**src/rtl/window_pkg.sv**
```systemverilog
// Shared types for the window monitor: qualified state and raw sample class.
package window_pkg;

  typedef enum logic [1:0] {
    W_OK   = 2'd0,
    W_HIGH = 2'd1,
    W_LOW  = 2'd2
  } window_state_t;

  // A raw class uses the same encoding, so it can be compared against the state directly.
  typedef window_state_t window_class_t;

endpackage

```
**src/rtl/window_classify.sv**
```systemverilog
// Combinational classification of one sample against the window limits.
// WINDOW_HYST_EN adds a return band when leaving HIGH or LOW for OK.
module window_classify
  import window_pkg::*;
#(
  parameter int WIDTH = 4
) (
  input  logic [WIDTH-1:0] value,
  input  logic [WIDTH-1:0] top_limit,
  input  logic [WIDTH-1:0] bottom_limit,
  input  logic [WIDTH-1:0] hysteresis,
  input  window_state_t    state,
  output window_class_t    cls
);

`ifdef WINDOW_HYST_EN
  function automatic logic [WIDTH-1:0] clamp_sub(input logic [WIDTH-1:0] a,
                                                 input logic [WIDTH-1:0] b);
    logic [WIDTH:0] d;
    d = {1'b0, a} - {1'b0, b};
    return d[WIDTH] ? '0 : d[WIDTH-1:0];
  endfunction

  function automatic logic [WIDTH-1:0] clamp_add(input logic [WIDTH-1:0] a,
                                                 input logic [WIDTH-1:0] b);
    logic [WIDTH:0] s;
    s = {1'b0, a} + {1'b0, b};
    return s[WIDTH] ? '1 : s[WIDTH-1:0];
  endfunction

  logic [WIDTH-1:0] hi_exit;
  logic [WIDTH-1:0] lo_exit;

  assign hi_exit = clamp_sub(top_limit, hysteresis);
  assign lo_exit = clamp_add(bottom_limit, hysteresis);
`else
  logic unused_hyst;
  assign unused_hyst = ^{hysteresis, state};
`endif

  // Entry thresholds always win; the band only holds an existing HIGH/LOW.
  always_comb begin
    cls = W_OK;
    if (value > top_limit) begin
      cls = W_HIGH;
    end else if (value < bottom_limit) begin
      cls = W_LOW;
    end
`ifdef WINDOW_HYST_EN
    else if ((state == W_HIGH) && (value > hi_exit)) begin
      cls = W_HIGH;
    end else if ((state == W_LOW) && (value < lo_exit)) begin
      cls = W_LOW;
    end
`endif
  end

endmodule

```
**src/rtl/window_monitor.sv**
```systemverilog
// Debounced window comparator with sticky alarms and a saturating excursion count.
// Optional return-band hysteresis is enabled with WINDOW_HYST_EN.
module window_monitor
  import window_pkg::*;
#(
  parameter int WIDTH     = 4,
  parameter int DEBOUNCE  = 3,
  parameter int CNT_WIDTH = 8
) (
  input  logic                 Clock,
  input  logic                 Reset,
  input  logic                 Sample_Valid,
  input  logic [WIDTH-1:0]     Value,
  input  logic [WIDTH-1:0]     Top_Limit,
  input  logic [WIDTH-1:0]     Bottom_Limit,
  input  logic [WIDTH-1:0]     Hysteresis,
  input  logic                 Clear_Alarm,
  output logic                 Too_High,
  output logic                 OK,
  output logic                 Too_Low,
  output logic                 Alarm_High,
  output logic                 Alarm_Low,
  output logic [CNT_WIDTH-1:0] Excursions,
  output logic                 Limit_Error
);

  localparam int DB_W = $clog2(DEBOUNCE + 1);
  localparam logic [DB_W-1:0] DB_TARGET = DB_W'(DEBOUNCE);

  function automatic logic [CNT_WIDTH-1:0] sat_inc(input logic [CNT_WIDTH-1:0] c);
    return (&c) ? c : c + 1'b1;
  endfunction

  window_state_t        state;
  window_state_t        cand;
  logic [DB_W-1:0]      cnt;
  logic                 lim_err;
  logic                 alarm_h;
  logic                 alarm_l;
  logic [CNT_WIDTH-1:0] exc;

  window_class_t        cls;
  window_state_t        nxt_state;
  window_state_t        nxt_cand;
  logic [DB_W-1:0]      nxt_cnt;
  logic [DB_W-1:0]      run_len;
  logic                 entry_high;
  logic                 entry_low;

  window_classify #(
    .WIDTH(WIDTH)
  ) u_classify (
    .value       (Value),
    .top_limit   (Top_Limit),
    .bottom_limit(Bottom_Limit),
    .hysteresis  (Hysteresis),
    .state       (state),
    .cls         (cls)
  );

  // A run of DEBOUNCE equal, non-state classes commits on the edge of the last one.
  always_comb begin
    nxt_state = state;
    nxt_cand  = cand;
    nxt_cnt   = cnt;
    run_len   = '0;
    if (lim_err) begin
      nxt_cnt = '0;
    end else if (Sample_Valid) begin
      if (cls == state) begin
        nxt_cnt = '0;
      end else begin
        if (cls == cand) begin
          run_len = cnt + 1'b1;
        end else begin
          nxt_cand = cls;
          run_len  = DB_W'(1);
        end
        if (run_len == DB_TARGET) begin
          nxt_state = cls;
          nxt_cnt   = '0;
        end else begin
          nxt_cnt = run_len;
        end
      end
    end
  end

  assign entry_high = (nxt_state == W_HIGH) && (state != W_HIGH);
  assign entry_low  = (nxt_state == W_LOW)  && (state != W_LOW);

  always_ff @(posedge Clock) begin
    if (Reset) begin
      state   <= W_OK;
      cand    <= W_OK;
      cnt     <= '0;
      lim_err <= 1'b0;
      alarm_h <= 1'b0;
      alarm_l <= 1'b0;
      exc     <= '0;
    end else begin
      state   <= nxt_state;
      cand    <= nxt_cand;
      cnt     <= nxt_cnt;
      lim_err <= (Bottom_Limit > Top_Limit);
      // A clear on the same edge as an entry still records that entry.
      if (Clear_Alarm) begin
        alarm_h <= entry_high;
        alarm_l <= entry_low;
        exc     <= (entry_high || entry_low) ? CNT_WIDTH'(1) : '0;
      end else begin
        alarm_h <= alarm_h | entry_high;
        alarm_l <= alarm_l | entry_low;
        if (entry_high || entry_low) begin
          exc <= sat_inc(exc);
        end
      end
    end
  end

  assign Too_High    = (state == W_HIGH);
  assign OK          = (state == W_OK);
  assign Too_Low     = (state == W_LOW);
  assign Alarm_High  = alarm_h;
  assign Alarm_Low   = alarm_l;
  assign Excursions  = exc;
  assign Limit_Error = lim_err;

endmodule

```
**config.mk**
```make
export PLATFORM = sky130hd
export DESIGN_NAME = window_monitor
export DESIGN_NICKNAME = d
export VERILOG_FILES = /design/src/rtl/window_pkg.sv /design/src/rtl/window_classify.sv /design/src/rtl/window_monitor.sv
export SDC_FILE = /design/constraint.sdc
export NUM_CORES = 1
export LEC_CHECK = 0
export ABC_AREA = 1
export CORE_AREA = 2 2 57 59
export CTS_BUF_LIST = sky130_fd_sc_hd__clkbuf_8 sky130_fd_sc_hd__clkbuf_16
export CTS_CLUSTER_DIAMETER = 120
export DETAILED_ROUTE_END_ITERATION = 8
export DIE_AREA = 0 0 59 61
export HOLD_SLACK_MARGIN = 0.03
export PLACE_DENSITY_LB_ADDON = 0.25
export SYNTH_ARGS = -nofsm -noshare
export SYNTH_HDL_FRONTEND = slang
export SYNTH_HIERARCHICAL = 1
export SYNTH_SLANG_ARGS = --single-unit
```
**constraint.sdc**
```tcl
create_clock -name Clock -period 6 [get_ports Clock]
set_clock_uncertainty 0.2 [all_clocks]
set_input_delay 0.6 -clock Clock [delete_from_list [all_inputs] [get_ports Clock]]
set_output_delay 0.6 -clock Clock [all_outputs]
set_load 0.02 [all_outputs]
```
* Yosys cells after proc, flatten, opt, wreduce, memory -nomap -nowiden
Cells that the tools add are included.
** Operators by class
- $add $sub $neg :: 2
- Magnitude comparators :: 3
- Eq/ne operators :: 10
- Muxes and demuxes :: 18
- Bitwise gates (word level) :: 5
- Reduce and logical (&&, ||, !) cells :: 9
** Operators with widths (count)
- 2-bit 2-to-1 mux :: 12
- 8-bit 2-to-1 mux :: 3
- 8-bit by 1-bit adder with 8-bit output (second input constant) :: 1
- 4-bit > comparator :: 2
- 8-bit AND reduction :: 1
- 2-bit equality test (second input constant) :: 3
- 2-bit by 1-bit equality test with 1-bit output (second input constant) :: 2
- 2-bit equality test :: 2
- 4-bit less-than comparator :: 1
- 2-bit != test (second input constant) :: 2
- 4-bit AND reduction :: 1
- 1-bit 2-to-1 mux :: 3
- 1-bit NOT :: 3
- 2-bit by 1-bit adder with 2-bit output (second input constant) :: 1
- 1-bit logical AND :: 2
- 2-bit logical NOT :: 1
- 2-bit by 1-bit != test with 1-bit output (second input constant) :: 1
- 1-bit bitwise OR :: 2
- 2-bit AND reduction :: 1
- 2-bit nonzero test :: 1
- 2-bit OR reduction :: 1
- 1-bit logical OR :: 1
** Storage, ports and cells
- Bits in registers :: 17
- Output and inout bits :: 14
- Word-level logic and storage cells :: 54

* Longest topological paths before layout
Gate-level depths: netlist of the first run.
- Word-level depth :: 18
- Gate-level depth with buffers :: 20

* By module
The synthesis of the first run kept the hierarchy.
** By module, submodules not included
- window_monitor :: instances 1, cells an instance 159, area each 1103.6 µm²
- window_classify :: instances 1, cells an instance 35, area each 200.2 µm²

* Worst setup path before layout of the first run
No wires, ideal clock.
- Path type :: input to register
- Start point :: input Top_Limit[3]
- End point :: register exc[0] (netlist: Excursions[0])
- Arrival :: 2346 ps
- Path slack :: 3323 ps
- Stages on the path :: 18
- Path buffers :: 0
- Path through :: inv_1 ha_1 nand2_1 clkinv_1 nand2_1 a21oi_2 nor2_1 inv_2 nand2_1 nand2_2 nor2_4 nand3_1 nand2_1 nand3b_4 nand2_8 nand2_4 nand3_1 a21oi_1
** RTL lines
- start, declared :: RTL line window_monitor.sv:14 : input logic [WIDTH-1:0] Top_Limit,
- end signal, assigned :: RTL line window_monitor.sv:110 : exc <= (entry_high || entry_low) ? CNT_WIDTH'(1) : '0;
- end signal, assigned :: RTL line window_monitor.sv:115 : exc <= sat_inc(exc);
- end, declared :: RTL line window_monitor.sv:40 : logic [CNT_WIDTH-1:0] exc;

==> results of run 1 <==
-- power groups by stage --
stage	Combinational, mW	Clock (mW)	Sequential (mW)
5_1_grt	0.0757	0.0933	0.119
6_report	0.0656	0.0867	0.119
3_3_place_gp	0.0646	0	0.121
2_1_floorplan	0.0431	0	0.122
4_1_cts	0.0661	0.0890	0.119
3_5_place_dp	0.0653	0	0.121
-- flip-flops by register name, indices dropped and copies added (netlist names) --
| signal | count |
|---|---|
| Alarm_High | 1 |
| Alarm_Low | 1 |
| Excursions | 8 |
| Limit_Error | 1 |
| cand | 2 |
| cnt | 2 |
| state | 2 |
-- layer usage --
layer | vias up | routed length, um
met5 | - | 0
met4 | 0 | 15
met3 | 2 | 92
met2 | 19 | 1310
met1 | 529 | 1220
li1 | 683 | -
-- kinds of logic after synthesis --
kind of cell	share of synthesized area [%]
simple gates	39.4
buf+inv	11.2
fa+ha+maj	11.5
flops	26.1
xor+xnor	2.69
compound gates	9.02
-- final cells by class --
cell class / instances / area share (%)
Multi-Input combinational cell: 138 / 48.7
Sequential cell: 17 / 20.3
Timing Repair Buffer: 29 / 17.3
Inverter: 38 / 8.50
Clock buffer: 3 / 2.46
Tap cell: 33 / 2.46
Clock inverter: 1 / 0.298
-- cell usage after synthesis, types with 2 or more instances --
cell type and n:
nand2_2 6, nand3_1 12, o21ai_0 7, xor2_1 4, dfxtp_1 17, nor3_1 3, inv_1 33, inv_2 3
nand2_1 46, ha_1 12, nor2_4 2, a21oi_1 12, nand4_1 6, nor2_1 17, clkinv_1 2, nand3_2 3
-- placed cells by master (no fill, tap or decap), types with 2 or more instances in the layout --
master           count
a21oi_1             12
clkbuf_8             3
clkdlybuf4s50_1     29
clkinv_1             2
dfxtp_1             17
ha_1                12
inv_1               33
inv_2                3
nand2_1             46
nand2_2              6
nand3_1             12
nand3_2              3
nand4_1              6
nor2_1              17
nor2_4               2
nor3_1               3
o21ai_0              7
xor2_1               4
-- path summary, 6_finish.rpt --
kind | endpoint | cells past startpoint | slack [ns]
hold / removal | Alarm_High | 2 | 0.26
setup reg to reg | Excursions[4] | 6 | 4.19
hold reg to reg | Alarm_High | 2 | 0.26
setup / recovery | Excursions[4] | 17 | 2.75
-- worst register-to-register path, delay by kind of cell (launching register included) --
family / cells / cell delay [ns]
and+or+nand+nor: 4 / 0.74
AOI/OAI and AO/OA: 1 / 0.16
adders and majority gates: 1 / 0.23
DFF: 1 / 0.40
==> impl_metrics.env, run 1 <==
export IMPL_cp_end_kind="register"
export IMPL_ys_seq_area_share_pct=26.1
export IMPL_seqCellArea_um2=340
export IMPL_final_util_pct=56.8
export IMPL_clk_latency_ns=0.25
export IMPL_wl_um=2630
export IMPL_path_clk_slew_ns=0.07
export IMPL_multi_input_area_um2=817
export IMPL_peakVddDrop_uv=201
export IMPL_synth_cells=194
export IMPL_fillers=302
export IMPL_swShare_pct=30.0
export IMPL_stdcell_count=259
export IMPL_cts_hold_buf=0
export IMPL_worst_path_buf_inv=3
export IMPL_min_period_ns=3.25
export IMPL_tns_ns=0
export IMPL_power_total_uw=271
export IMPL_status="finished clean"
export IMPL_dieHeight_um=61
export IMPL_path_delay_family="simple AND/OR/NAND/NOR gates"
export IMPL_diodes=0
export IMPL_yosysWarnings=6
export IMPL_grt_pass1_wl_um=4470
export IMPL_core_area_mm2=0.00295
export IMPL_antenna_found_initial=0
export IMPL_critPathLaunch="Top_Limit[3]"
export IMPL_synth_area_mm2=0.00130
export IMPL_synth_async_sr_flop_share_pct=0
export IMPL_crit_path_cell_trace="clkdlybuf4s50_1 > inv_1 > ha_1 > a21oi_1 > a21oi_2 > nor2_1 > inv_2 > nand2_1 > nand2_2 > nor2_4 > nand3_1 > nand2_1 > nand3b_4 > nand2_8 > nand2_4 > nand3_1 > a21oi_1"
export IMPL_track_usage_pct=16.2
export IMPL_ys_types=25
export IMPL_ant_nets=0
export IMPL_htree_levels=1
export IMPL_min_from="Alarm_High"
export IMPL_nets=259
export IMPL_critical_path_class="in -> reg"
export IMPL_yosys_area_top_type_share_pct=26.1
export IMPL_vias_per_cell=4.76
export IMPL_clockPowerShare_pct=32.0
export IMPL_dp_cells=255
export IMPL_grt_met2_usage_pct=29.7
export IMPL_die_area_mm2=0.00360
export IMPL_rows=20
export IMPL_cts_tree="built"
export IMPL_clockBufferDepth=2
export IMPL_crit_path_max_fanout=9
export IMPL_whs_ns=0.262
export IMPL_p_seq_share_pct=43.8
export IMPL_hpwlAfterDp_um=2090
export IMPL_synthFlopType="dfxtp_1"
export IMPL_finalSetupViolations=0
export IMPL_power_switching_uw=81.4
export IMPL_grt_busiest_layer="met2"
export IMPL_slew_viol_final=0
export IMPL_tightestPinTransition_ns=0.404
export IMPL_pin_count=34
export IMPL_crit_arrival_ns=3.18
export IMPL_leakage_nw=0.778
export IMPL_ys_seq_elements=17
export IMPL_vias=1233
export IMPL_dr_pass1_iters=4
export IMPL_ctsResizeCount=0
export IMPL_drc=0
export IMPL_ys_top_cells_by_area="dfxtp_1 26%, nand2_1 13%, ha_1 12%, inv_1 9.5%, nor2_1 4.9%"
export IMPL_synth_net_count=226
export IMPL_design_area_mm2=0.00168
export IMPL_powerDensity_mw_per_mm2=162
export IMPL_met3_usage_pct=4.05
export IMPL_routedWlPerCell_um=10.2
export IMPL_layout_setup_ws_ns=2.75
export IMPL_syn2layout_area_growth_pct=28.7
export IMPL_startpoint_type="input port"
export IMPL_place_ws_ns=2.49
export IMPL_crit_path_max_incr_delay_ns=0.48
export IMPL_numCtsBuffers=3
export IMPL_maxCapViolations=0
export IMPL_hold_class="reg -> reg"
export IMPL_drive_gt1_share_pct=10.2
export IMPL_dpl_cell_area_mm2=0.00163
export IMPL_power_share_combinational_pct=24.2
export IMPL_r2r_start="Excursions[0]"
export IMPL_syn_area_per_cell_um2=6.72
export IMPL_die_w_um=59
export IMPL_cts_setup_buffers=0
export IMPL_yosys_area_top_type="dfxtp_1"
export IMPL_slew_headroom_pct=73.0
export IMPL_required_ns=5.92
export IMPL_root_buffer="clkbuf_8"
export IMPL_finalCritPeriodShare_pct=54.2
export IMPL_synth_edf_count=0
export IMPL_p_int_uw=190
export IMPL_fmax_mhz=307
export IMPL_io_buffer_count=29
export IMPL_place_congestion=0.821
export IMPL_start_util_pct=44.2
export IMPL_met1_usage_pct=19.0
export IMPL_worst_path_max_delay_cell="clkdlybuf4s50_1"
export IMPL_grt_pass1_vias=1124
export IMPL_first_iter_violations=39
export IMPL_hold_violations=0
export IMPL_overflow=0
export IMPL_grt_max_degree=12
export IMPL_cts_sinks=17
export IMPL_rsz0062_at_grt="false"
No activity file was read; power rests on OpenSTA's default activity.
==> run 2, diff against run 1 <==
Settings changed: CORE_AREA 2 2 57 59 to 2 2 58 60, DIE_AREA 0 0 59 61 to 0 0 60 62.
Clock period 6 ns to 2.95 ns, I/O delays scaled along.
==> impl_metrics.env, run 2 (synthesis gave the netlist of run 1 again) <==
export IMPL_status="finished clean"
export IMPL_grt_pass1_vias=1156
export IMPL_cts_setup_buffers=0
export IMPL_htree_levels=1
export IMPL_layout_common_cells="46 x nand2_1, 34 x inv_1, 29 x clkdlybuf4s50_1"
export IMPL_rows=21
export IMPL_antenna_found_initial=0
export IMPL_layout_setup_ws_ns=0.317
export IMPL_min_period_ns=2.63
export IMPL_crit_path_cell_trace="clkdlybuf4s50_1 > inv_1 > ha_1 > nand2_1 > clkinv_1 > nand2_1 > a21oi_2 > nor2_1 > buf_4 > nand2_1 > nand2_2 > nor2_4 > nand3_1 > nand2_2 > nand3_4 > nand2_8 > nand2_4 > nand3_1 > a21oi_1"
export IMPL_crit_path_max_fanout=9
export IMPL_hold_class="reg -> reg"
export IMPL_tns_ns=0
export IMPL_place_ws_ns=0.0359
export IMPL_grt_pass1_wl_um=4660
export IMPL_routedWlPerCell_um=9.11
export IMPL_largest_reg_flops=8
export IMPL_worst_path_max_delay_cell="clkdlybuf4s50_1"
export IMPL_path_clk_slew_ns=0.07
export IMPL_die_w_um=60
export IMPL_overflow=0
export IMPL_tightestPinTransition_ns=0.402
export IMPL_place_congestion=0.864
export IMPL_dr_pass1_iters=4
export IMPL_cp_end_kind="register"
export IMPL_fillers=322
export IMPL_dp_cells=275
export IMPL_clockBufferDepth=2
export IMPL_seqCellArea_um2=340
export IMPL_root_buffer="clkbuf_8"
export IMPL_diodes=0
export IMPL_dpl_cell_area_mm2=0.00170
export IMPL_required_ns=2.88
export IMPL_crit_path_max_incr_delay_ns=0.47
export IMPL_rsz0062_at_grt="false"
export IMPL_drive_gt1_share_pct=12.4
export IMPL_hpwlAfterDp_um=2110
export IMPL_crit_arrival_ns=2.56
export IMPL_wl_um=2540
export IMPL_drc=0
export IMPL_grt_max_degree=12
export IMPL_leakage_nw=0.812
export IMPL_cts_tree="built"
export IMPL_hold_violations=0
export IMPL_startpoint_type="input port"
export IMPL_multi_input_area_um2=817
export IMPL_core_area_mm2=0.00318
export IMPL_dieHeight_um=62
export IMPL_start_util_pct=41.0
export IMPL_fmax_mhz=380
export IMPL_pin_count=34
export IMPL_vias=1285
export IMPL_track_usage_pct=16.5
export IMPL_mostFrequentLayoutCell="nand2_1"
export IMPL_syn2layout_area_growth_pct=33.9
export IMPL_stdcell_count=279
export IMPL_slew_viol_final=0
export IMPL_nets=266
export IMPL_die_area_mm2=0.00372
export IMPL_design_area_mm2=0.00175
export IMPL_vias_per_cell=4.61
export IMPL_clk_latency_ns=0.25
export IMPL_numCtsBuffers=3
export IMPL_cp_common_cell="nand2_1"
export IMPL_power_total_uw=564
export IMPL_critical_path_class="in -> reg"
export IMPL_slew_headroom_pct=73.1
export IMPL_first_iter_violations=68
export IMPL_path_delay_family="simple AND/OR/NAND/NOR gates"
export IMPL_ctsResizeCount=0
export IMPL_cts_sinks=17
export IMPL_io_buffer_count=29
export IMPL_powerDensity_mw_per_mm2=323
export IMPL_maxCapViolations=0
export IMPL_worst_path_buf_inv=4
export IMPL_ant_nets=0
export IMPL_cts_hold_buf=0
export IMPL_finalSetupViolations=0
export IMPL_peakVddDrop_uv=342
export IMPL_finalCritPeriodShare_pct=89.2
## run 2: cell types whose count changed in the layout (fill, tap and decap cells not counted)
cell / delta
buf_4: +7
clkinv_2: -1
inv_1: +1
## run 2: power by group
group | total (mW) | internal (mW) | switching (mW) | leakage (nW)
clock network | 0.173 | 0.0925 | 0.0804 | 0.0269
registers | 0.242 | 0.236 | 0.00544 | 0.138
logic | 0.149 | 0.0700 | 0.0794 | 0.648
## run 2: stage by stage
stage | hold WS, ns | utilization (%)
final | 0.265 | 54.9
after detailed placement | 0.253 | 53.5
after global placement | 0.244 | 53.5
after floorplan | 0.250 | -
after CTS | 0.268 | 54.9
after global routing | 0.310 | 54.9
## run 2: layer usage
layer  GRT usage [%]  share of wire (%)
met2            29.5                 51
met1            19.1                 44
met5               0                  0
met3            5.59                4.5
met4            3.81               0.28
## run 2: final cells by class
type                            instances  area share [%]
Inverter                               38            8.17
Tap cell                               46            3.30
Timing Repair Buffer                   36            19.6
Sequential cell                        17            19.5
Clock inverter                          1           0.215
Multi-Input combinational cell        138            46.8
Clock buffer                            3            2.37
## run 2: path summary, 6_finish.rpt
| path | from | to | slack, ns | depth (start not counted) |
|---|---|---|---|---|
| min reg2reg | Alarm_High | Alarm_High | 0.26 | 2 |
| max reg2reg | cand[1] | Excursions[0] | 1.22 | 11 |
| max | Top_Limit[3] | Excursions[0] | 0.32 | 19 |
| min | Alarm_High | Alarm_High | 0.26 | 2 |
## run 2: worst reg2reg max path, cell delays in order (launching register included)
cell and delay, ns:
dfxtp_1 0.39, inv_1 0.07, nand2_1 0.07, nand2_2 0.07
nor2_4 0.15, nand3_1 0.11, nand2_2 0.11, nand3_4 0.10
nand2_8 0.12, nand2_4 0.08, nand3_1 0.08, a21oi_1 0.06
